===== src/rtl/ascon_pack.sv =====
// ascon_pack: shared ASCON-AEAD128 types, constants and round-constant helper
package ascon_pack;
  typedef enum logic [2:0] {IDLE, INIT, AD_WAIT, AD_PERM, MSG_WAIT, MSG_PERM, FINAL, DONE} type_aead_state;
  localparam logic [63:0] DSEP = 64'h8000_0000_0000_0000;
  localparam int ROUNDS_A = 12;
  localparam int ROUNDS_B = 8;
  localparam logic [63:0] IV_AEAD128 = 64'h0000_1000_808c_0001;
  function automatic logic [7:0] rc(input logic [3:0] round);
    return {4'hf - round, round};
  endfunction
endpackage


===== src/rtl/ascon_round_unrolled.sv =====
// ascon_round_unrolled: UNROLL combinational ASCON permutation rounds starting at a given round index
module ascon_round_unrolled
  import ascon_pack::*;
#(
  parameter int UNROLL = 1
) (
  input  logic [4:0][63:0] state,
  input  logic [3:0]       round,
  output logic [4:0][63:0] result
);
  function automatic logic [63:0] ror(input logic [63:0] x, input int n);
    return (x >> n) | (x << (64 - n));
  endfunction
  function automatic logic [4:0][63:0] perm_round(input logic [4:0][63:0] s, input logic [3:0] r);
    logic [4:0][63:0] x, t;
    x = s;
    x[2] = x[2] ^ {56'd0, rc(r)};
    x[0] = x[0] ^ x[4];
    x[4] = x[4] ^ x[3];
    x[2] = x[2] ^ x[1];
    t = ~x & {x[0], x[4:1]};
    x = x ^ {t[0], t[4:1]};
    x[1] = x[1] ^ x[0];
    x[0] = x[0] ^ x[4];
    x[3] = x[3] ^ x[2];
    x[2] = ~x[2];
    x[0] = x[0] ^ ror(x[0], 19) ^ ror(x[0], 28);
    x[1] = x[1] ^ ror(x[1], 61) ^ ror(x[1], 39);
    x[2] = x[2] ^ ror(x[2], 1) ^ ror(x[2], 6);
    x[3] = x[3] ^ ror(x[3], 10) ^ ror(x[3], 17);
    x[4] = x[4] ^ ror(x[4], 7) ^ ror(x[4], 41);
    return x;
  endfunction
  always_comb begin
    result = state;
    for (int i = 0; i < UNROLL; i++) result = perm_round(result, round + 4'(i));
  end
endmodule


===== src/rtl/ascon_aead_engine.sv =====
// ascon_aead_engine: streamed ASCON-AEAD128 encrypt/decrypt with valid/ready input and on-chip tag check
module ascon_aead_engine
  import ascon_pack::*;
#(
  parameter int          UNROLL = 1,
  parameter logic [63:0] IV     = IV_AEAD128
) (
  input  logic         clock_i,
  input  logic         resetb_i,
  input  logic         start_i,
  input  logic         decrypt_i,
  input  logic [127:0] key_i,
  input  logic [127:0] nonce_i,
  input  logic [127:0] tag_i,
  input  logic         in_valid_i,
  output logic         in_ready_o,
  input  logic         in_type_i,
  input  logic         in_last_i,
  input  logic [127:0] data_i,
  output logic         out_valid_o,
  output logic [127:0] out_data_o,
  output logic         busy_o,
  output logic         done_o,
  output logic [127:0] tag_o,
  output logic         tag_ok_o,
  output logic         err_o
);
  if (UNROLL != 1 && UNROLL != 2 && UNROLL != 4) begin : g_bad_unroll
    $error("UNROLL must be 1, 2 or 4");
  end
  localparam logic [3:0] LAST_RND = 4'(ROUNDS_A - UNROLL);
  type_aead_state state;
  logic [4:0][63:0] s, p, msg_s;
  logic [3:0] rnd;
  logic dec, ad_last, xfer, perm_done;
  logic [127:0] key, tag_exp, rate, tag_calc;
  ascon_round_unrolled #(.UNROLL(UNROLL)) u_round (.state(s), .round(rnd), .result(p));
  assign in_ready_o = state == AD_WAIT || state == MSG_WAIT;
  assign busy_o = state != IDLE;
  assign xfer = in_valid_i && in_ready_o;
  assign perm_done = rnd == LAST_RND;
  assign rate = {s[0], s[1]} ^ data_i;
  assign tag_calc = {s[3] ^ key[127:64], s[4] ^ key[63:0]};
  always_comb begin
    msg_s = s;
    {msg_s[0], msg_s[1]} = dec ? data_i : rate;
    msg_s[2] = s[2] ^ (in_last_i ? key[127:64] : 64'd0);
    msg_s[3] = s[3] ^ (in_last_i ? key[63:0] : 64'd0);
    msg_s[4] = s[4] ^ (state == AD_WAIT ? DSEP : 64'd0);
  end
  always_ff @(posedge clock_i) begin
    if (!resetb_i) begin
      state <= IDLE;
      s <= '0;
      rnd <= '0;
      dec <= 1'b0;
      ad_last <= 1'b0;
      key <= '0;
      tag_exp <= '0;
      out_valid_o <= 1'b0;
      out_data_o <= '0;
      done_o <= 1'b0;
      tag_o <= '0;
      tag_ok_o <= 1'b0;
      err_o <= 1'b0;
    end else begin
      out_valid_o <= 1'b0;
      done_o <= 1'b0;
      case (state)
        IDLE: if (start_i) begin
          state <= INIT;
          dec <= decrypt_i;
          key <= key_i;
          tag_exp <= tag_i;
          s <= {nonce_i[63:0], nonce_i[127:64], key_i[63:0], key_i[127:64], IV};
          rnd <= '0;
          err_o <= 1'b0;
          tag_o <= '0;
          tag_ok_o <= 1'b0;
        end
        INIT, AD_PERM, MSG_PERM, FINAL: begin
          s <= p;
          rnd <= rnd + 4'(UNROLL);
          if (perm_done) begin
            if (state == INIT) s <= {p[4] ^ key[63:0], p[3] ^ key[127:64], p[2:0]};
            if (state == AD_PERM && ad_last) s[4] <= p[4] ^ DSEP;
            state <= state == INIT ? AD_WAIT : state == FINAL ? DONE :
                     state == MSG_PERM || ad_last ? MSG_WAIT : AD_WAIT;
          end
        end
        AD_WAIT, MSG_WAIT: if (xfer) begin
          if (!in_type_i && state == MSG_WAIT) begin
            err_o <= 1'b1;
            state <= IDLE;
          end else if (!in_type_i) begin
            s[0] <= rate[127:64];
            s[1] <= rate[63:0];
            ad_last <= in_last_i;
            rnd <= 4'(ROUNDS_A - ROUNDS_B);
            state <= AD_PERM;
          end else begin
            s <= msg_s;
            out_valid_o <= 1'b1;
            out_data_o <= rate;
            rnd <= in_last_i ? 4'd0 : 4'(ROUNDS_A - ROUNDS_B);
            state <= in_last_i ? FINAL : MSG_PERM;
          end
        end
        DONE: begin
          done_o <= 1'b1;
          tag_o <= tag_calc;
          tag_ok_o <= dec && tag_calc == tag_exp;
          state <= IDLE;
        end
      endcase
    end
  end
endmodule


===== config.mk =====
export PLATFORM = sky130hd
export DESIGN_NAME = ascon_aead_engine
export DESIGN_NICKNAME = d
export VERILOG_FILES = /design/src/rtl/ascon_pack.sv /design/src/rtl/ascon_round_unrolled.sv /design/src/rtl/ascon_aead_engine.sv
export SDC_FILE = /design/constraint.sdc
export NUM_CORES = 2
export LEC_CHECK = 0
export CELL_PAD_IN_SITES_DETAIL_PLACEMENT = 1
export CELL_PAD_IN_SITES_GLOBAL_PLACEMENT = 1
export CORE_MARGIN = 5
export CORE_UTILIZATION = 45
export CTS_CLUSTER_DIAMETER = 80
export DETAILED_ROUTE_END_ITERATION = 10
export PLACE_DENSITY = 0.95
export SLEW_MARGIN = 0
export SYNTH_ARGS = -nofsm -noshare
export SYNTH_HDL_FRONTEND = slang
export SYNTH_SLANG_ARGS = --single-unit

===== constraint.sdc =====
create_clock -name clock_i -period 5.89 [get_ports clock_i]
set_input_delay 0.8835 -clock clock_i [delete_from_list [all_inputs] [get_ports clock_i]]
set_output_delay 0.8835 -clock clock_i [all_outputs]
set_load 0.05 [all_outputs]

---- Word level (Yosys, flattened, before mapping) ----
Index checks and enable logic that the tools add are counted.
word-level totals
  output and inout bits ................... 262
  word-level logic and storage cells ...... 140
  register bits ........................... 845
operators by class
  bitwise logic cells ..................... 45
  equal/unequal tests ..................... 15
  multiplexer cells ....................... 38
  $add $sub $neg .......................... 2
  reduce and logical (&&, ||, !) cells .... 23
operators with widths
  cell                                  number
  two-way mux 320 bit                   5
  XOR 64 bit                            23
  one-hot mux 320 bit (3 select lines)  1
  two-way mux 128 bit                   3
  AND 320 bit                           1
  NOT 320 bit                           1
  XOR 320 bit                           1
  two-way mux 64 bit                    4
  one-hot mux 128 bit (2 select lines)  1
  two-way mux 192 bit                   1
  equality test 128 bit                 1
  XOR 128 bit                           1
  NOT 64 bit                            1
  bitwise OR 23 x 64 -> 64 bit          1
  bitwise OR 25 x 64 -> 64 bit          1
  bitwise OR 3 x 64 -> 64 bit           1
  bitwise OR 36 x 64 -> 64 bit          1
  bitwise OR 45 x 64 -> 64 bit          1
  bitwise OR 47 x 64 -> 64 bit          1
  bitwise OR 54 x 64 -> 64 bit          1
  bitwise OR 57 x 64 -> 64 bit          1
  bitwise OR 58 x 64 -> 64 bit          1
  bitwise OR 63 x 64 -> 64 bit          1
  XOR 64 x 8 -> 64 bit                  1
  other kinds (27)                      68

---- Logic depth before layout (Yosys ltp) ----
  depth after elaboration ................. 15
  mapped depth ............................ 11

---- Cells and area by module ----
Synthesis repeated with hierarchy kept, for this count alone.
unflattened totals
  cells, all modules ...................... 6713
  area total of the unflattened synthesis .. 58284.6 sq um
by module, submodules not included
  module                times used  area each (sq um)  cells each  sequential area each (sq um)
  ascon_aead_engine     1           41446.0            5154        16916.2
  ascon_round_unrolled  1           16838.6            1559        0.0

---- Worst setup path before layout ----
Ideal clock, no wire load.
  kind .................................... input-to-reg
  start point ............................. input port in_type_i
  end point ............................... register s[116] in the netlist's numbering
  required time ........................... 5766 ps
  stages .................................. 9
  library setup time ...................... 124 ps
  data arrival time ....................... 2427 ps
  buffers on the path ..................... 5
  setup slack ............................. 3339 ps
  cells stage by stage .................... clkbuf_1 nand2_1 o21ai_0 o21ba_2 buf_2 buf_2 clkbuf_1 buf_2 a21oi_1
between the ends
  longest elaborated chain between the ends .. 4
  elaborated cells on any way between the ends .. 8
  those cells by class .................... eq/ne (1); mux (4); reduce/logical (3)
ends and longest elaborated chain
  what                                                                                RTL line                  source
  from (decl)                                                                         ascon_aead_engine.sv:17   input logic in_type_i,
  two-way mux 128 bit / zero test 1 bit (equally long branches)                       -
  two-way mux 320 bit / logical AND 1 bit (equally long branches)                     ascon_aead_engine.sv:92   if (!in_type_i && state == MSG_WAIT) begin
  two-way mux 320 bit / inequality test 2 bit (equally long branches)                 -
  one-hot mux 320 bit (3 select lines) / AND reduction 4 bit (equally long branches)  -
  to (signal assigned)                                                                ascon_aead_engine.sv:75   s <= {nonce_i[63:0], nonce_i[127:64], key_i[63:0], key_i[127:64], IV};
  to (signal assigned)                                                                ascon_aead_engine.sv:82   s <= p;
  to (signal assigned)                                                                ascon_aead_engine.sv:102  s <= msg_s;
  to (decl)                                                                           ascon_aead_engine.sv:33   logic [4:0][63:0] s, p, msg_s;
Parallel ways exist; a longest one is shown, timed or not. The select of a mux whose other input is x is not followed.
A chain may end at the register's enable or synchronous reset.

---- Final worst setup path ----
  start point ............................. register state[2]
  end point ............................... output port in_ready_o
between the ends
  longest elaborated chain between the ends .. 2
  elaborated cells on any way between the ends .. 3
  those cells by class .................... eq/ne (2); reduce/logical (1)
ends and longest elaborated chain
  what                                                                        RTL line                  source
  from (decl)                                                                 ascon_aead_engine.sv:32   type_aead_state state;
  from (signal assigned)                                                      ascon_aead_engine.sv:87   state <= state == INIT ? AD_WAIT : state == FINAL ? DONE :
  from (signal assigned)                                                      ascon_aead_engine.sv:106  state <= in_last_i ? FINAL : MSG_PERM;
  equality test 3 x 2 -> 1 bit / equality test 3 bit (equally long branches)  ascon_aead_engine.sv:38   assign in_ready_o = state == AD_WAIT || state == MSG_WAIT;
  logical OR 1 bit (*)                                                        ascon_aead_engine.sv:38
  to (decl)                                                                   ascon_aead_engine.sv:16   output logic in_ready_o,
Mark *: on every way between the ends. The rest lies on a longest branch, timed or not.

==> impl_results.md <==
- First-pass GRT wire length: approximately 460 mm
- Clock root buffer: clkbuf_16
- Final core utilization: 0.562
- Slew Limit Headroom: -0.0325
- Top Layer Used: met5
- Initial Utilization: 0.454
- H-tree depth reported by CTS: 3
- Max-slew violations: 4
- Port Buffers: 780
- Gr ovfl total: 0
- TritonCTS Buffers: between 100 and 150
- Die area: around 130000 um2
- TNS Setup: 0 ns
- Fillcell total: ~14000
- Net count reported at finish: just over 8000
- Syn Area/Cell: roughly 8 um2
- Syn Nets: 7545
- Max Freq: between 200 and 250 MHz
- Hold-fix buffers, CTS: 0
- Failing checks: max-capacitance violations, max-slew violations
- Vias per inst: approximately 6.4
- Asr flop ratio synth: 0
- Number of synthesis warnings: 0
- Leading area contributor after synthesis: dfxtp_1
- # setup viols final: 0
- Initial antenna violation count: 31
- Worst Setup Start Kind: register
- Hold Path Cell Cnt: 2
- Fin area: between 60000 and 70000 um2
- Final wirelength: approximately 340 mm
- Synthesis-to-layout area growth: 23.7%
- Final period util: 0.831
- Status: complete, but fails checks
- Dominant synthesized flop cell: dfxtp_1
- Seq cells post-synth: ~850
- Hold Crit Class: reg2reg
- Wire length on met2: approximately 140 mm
- Post-route ant nets: 0
- WL/cell: 37.0 um
- Cells on worst reg2reg path: 7
- Routability Congestion: approximately 1.1
- Setup Skew: 0.0316 ns
- Initial DRC Count: approximately 8400
- Reg-to-reg setup timing slack: between 1.5 and 2 ns
- Worst EP required: roughly 5.0 ns
- Worst vdd ir: between 0.0004 and 0.0005 V
- Leakage power: around 25 nW
- Largest net degree at the start of global routing: 200
- Detailed-route via count: about 59000
- Reg-to-Reg Start: state[2]$_SDFFE_PN0P_
- Setup crit end kind: output pin
- Clk sinks: roughly 850
- Final Hold Viols: 0
- Total core area: approximately 120000 um2
- Fin crit period: approximately 4.9 ns
- CTS Buffer Depth: 3
- Worst-margin pin slew: around 1.5 ns
- Worst-path fanout max: 36
- WP data arrival: 4.01 ns
- Vias in the first global route: 58624
- Synth cell count leaders: nand2_1, xnor2_1, dfxtp_1
- Met3 WL post-DR: 41.2 mm
- Post-synth EDFFs: 0
- Post-synth top area share: 0.305
- Seq/Total Area, Yosys: 0.305
- Clock transition at path regs: ~0.060 ns
- Maxcap violations: 2
- I/O pins: between 700 and 800
- CTS resizes: 0
- RSZ-0062 raised after global routing: false
- Vert. Die Dim: about 360 um
- Setup bufs post-CTS: 0
- Routed metal-1 wirelength: ~130 mm
- GRT Total Usage: 0.493
- Largest cells by area after synthesis: dfxtp_1, xnor2_1, xor2_1, nand2_1, a21oi_1
- Design Power: between 0.05 and 0.06 W
- CTS tree: built
- Synthesized area: about 55000 um2
- Share of layout cells above drive strength 1: 0.0584
- DRC: 0
- Die width: around 360 um
- Cell area after placement: roughly 65000 um2
- Count leader, synth: nand2_1
- Post-Syn Instances: between 6000 and 7000
- Netlist cell types: 63
- Pre-antenna DRT Iters: 6
- # rows: 128
- Hpwl dp: roughly 260 mm
- Hold endpoint: tag_o[27]$_SDFFE_PN0P_
- PwrDens: ~800 nW/um2
- Hold Crit Start: tag_o[27]$_SDFFE_PN0P_
- Crit Path Category: reg2out
- Critical R2R Capture: out_data_o[103]$_SDFFE_PN0P_
- Clk_lat worst skew: 0.72 ns
[final cells by class]
class,count,area [um2],share of cell area
sequential,845,16900,0.246
clock buffer,134,2860,0.0416
timing repair buffer,934,9260,0.135
tap,1625,2030,0.0296
clock inverter,57,867,0.0126
antenna,21,52.6,0.000765
multi-input combinational,5406,36100,0.527
inverter,137,522,0.00760
[worst max-delay path by stage]
stage | start | to | slack (ns) | cells past startpoint
3_5_place_dp | in_type_i | s[306]$_SDFFE_PN0P_ | 1.71 | 9
2_1_floorplan | in_type_i | s[116]$_SDFFE_PN0P_ | 3.34 | 9
6_report | state[2]$_SDFFE_PN0P_ | in_ready_o | 1.0 | 5
4_1_cts | state[2]$_SDFFE_PN0P_ | in_ready_o | 1.11 | 5
3_3_place_gp | in_type_i | s[290]$_SDFFE_PN0P_ | 1.84 | 9
5_1_grt | state[2]$_SDFFE_PN0P_ | in_ready_o | 0.99 | 5
[flip-flops by register name, summed over array words and instances (netlist names)]
name / cells
s: 320
key: 128
out_data_o: 128
tag_exp: 128
tag_o: 128
rnd: 4
state: 3
ad_last: 1
dec: 1
done_o: 1
err_o: 1
out_valid_o: 1
tag_ok_o: 1
[power by group]
group | switching [W] | internal (W)
Clock | 0.00298 | 0.00424
Sequential | 0.00176 | 0.00655
Combinational | 0.0263 | 0.0134
[stage by stage]
stage                     instances  hold WS (ns)  worst slack, ns
final                          9159         0.458            0.996
after global routing           9145         0.485            0.988
after CTS                      9138         0.458             1.11
after detailed placement       8947         0.442             1.71
after global placement         8947         0.435             1.84
after floorplan                6897         0.436             3.34
[cells by family after synthesis]
logic type	count (synthesis)	synth area share
DFF	845	0.305
AOI/OAI and AO/OA	1578	0.178
muxes	62	0.0112
adders and majority gates	129	0.0291
xor gates and xnor gates	1806	0.299
and+or+nand+nor	1831	0.131
buffers and inverters	646	0.0469
[cells in the final DEF, fill, tap and decap left out, drive strengths merged, types with 21 or more instances in the layout]
master            n
nor2            424
ha              129
mux2i            62
o22ai            52
xnor3            21
a22oi            76
a31oi            51
nand3b           45
dfxtp           845
buf             156
xnor2          1208
o211a           102
clkbuf          134
diode            21
a21oi           553
inv             144
xor2            575
o21ai           428
clkdlybuf4s50   778
a211oi           75
a221oi          179
nand2          1279
[worst max-delay path, cell delays in order (launching register included)]
cell             delay, ns
dfxtp_1               0.85
nand2b_1              0.22
a21o_4                0.42
inv_2                 0.17
buf_4                 0.61
clkdlybuf4s50_1       0.95
[per-layer routing]
layer,up-vias,global-route usage
met1,29240,0.608
met5,-,0
met4,6,0.412
met2,4415,0.713
met3,1131,0.138
li1,24106,-
(Power assumes the default switching activity.)
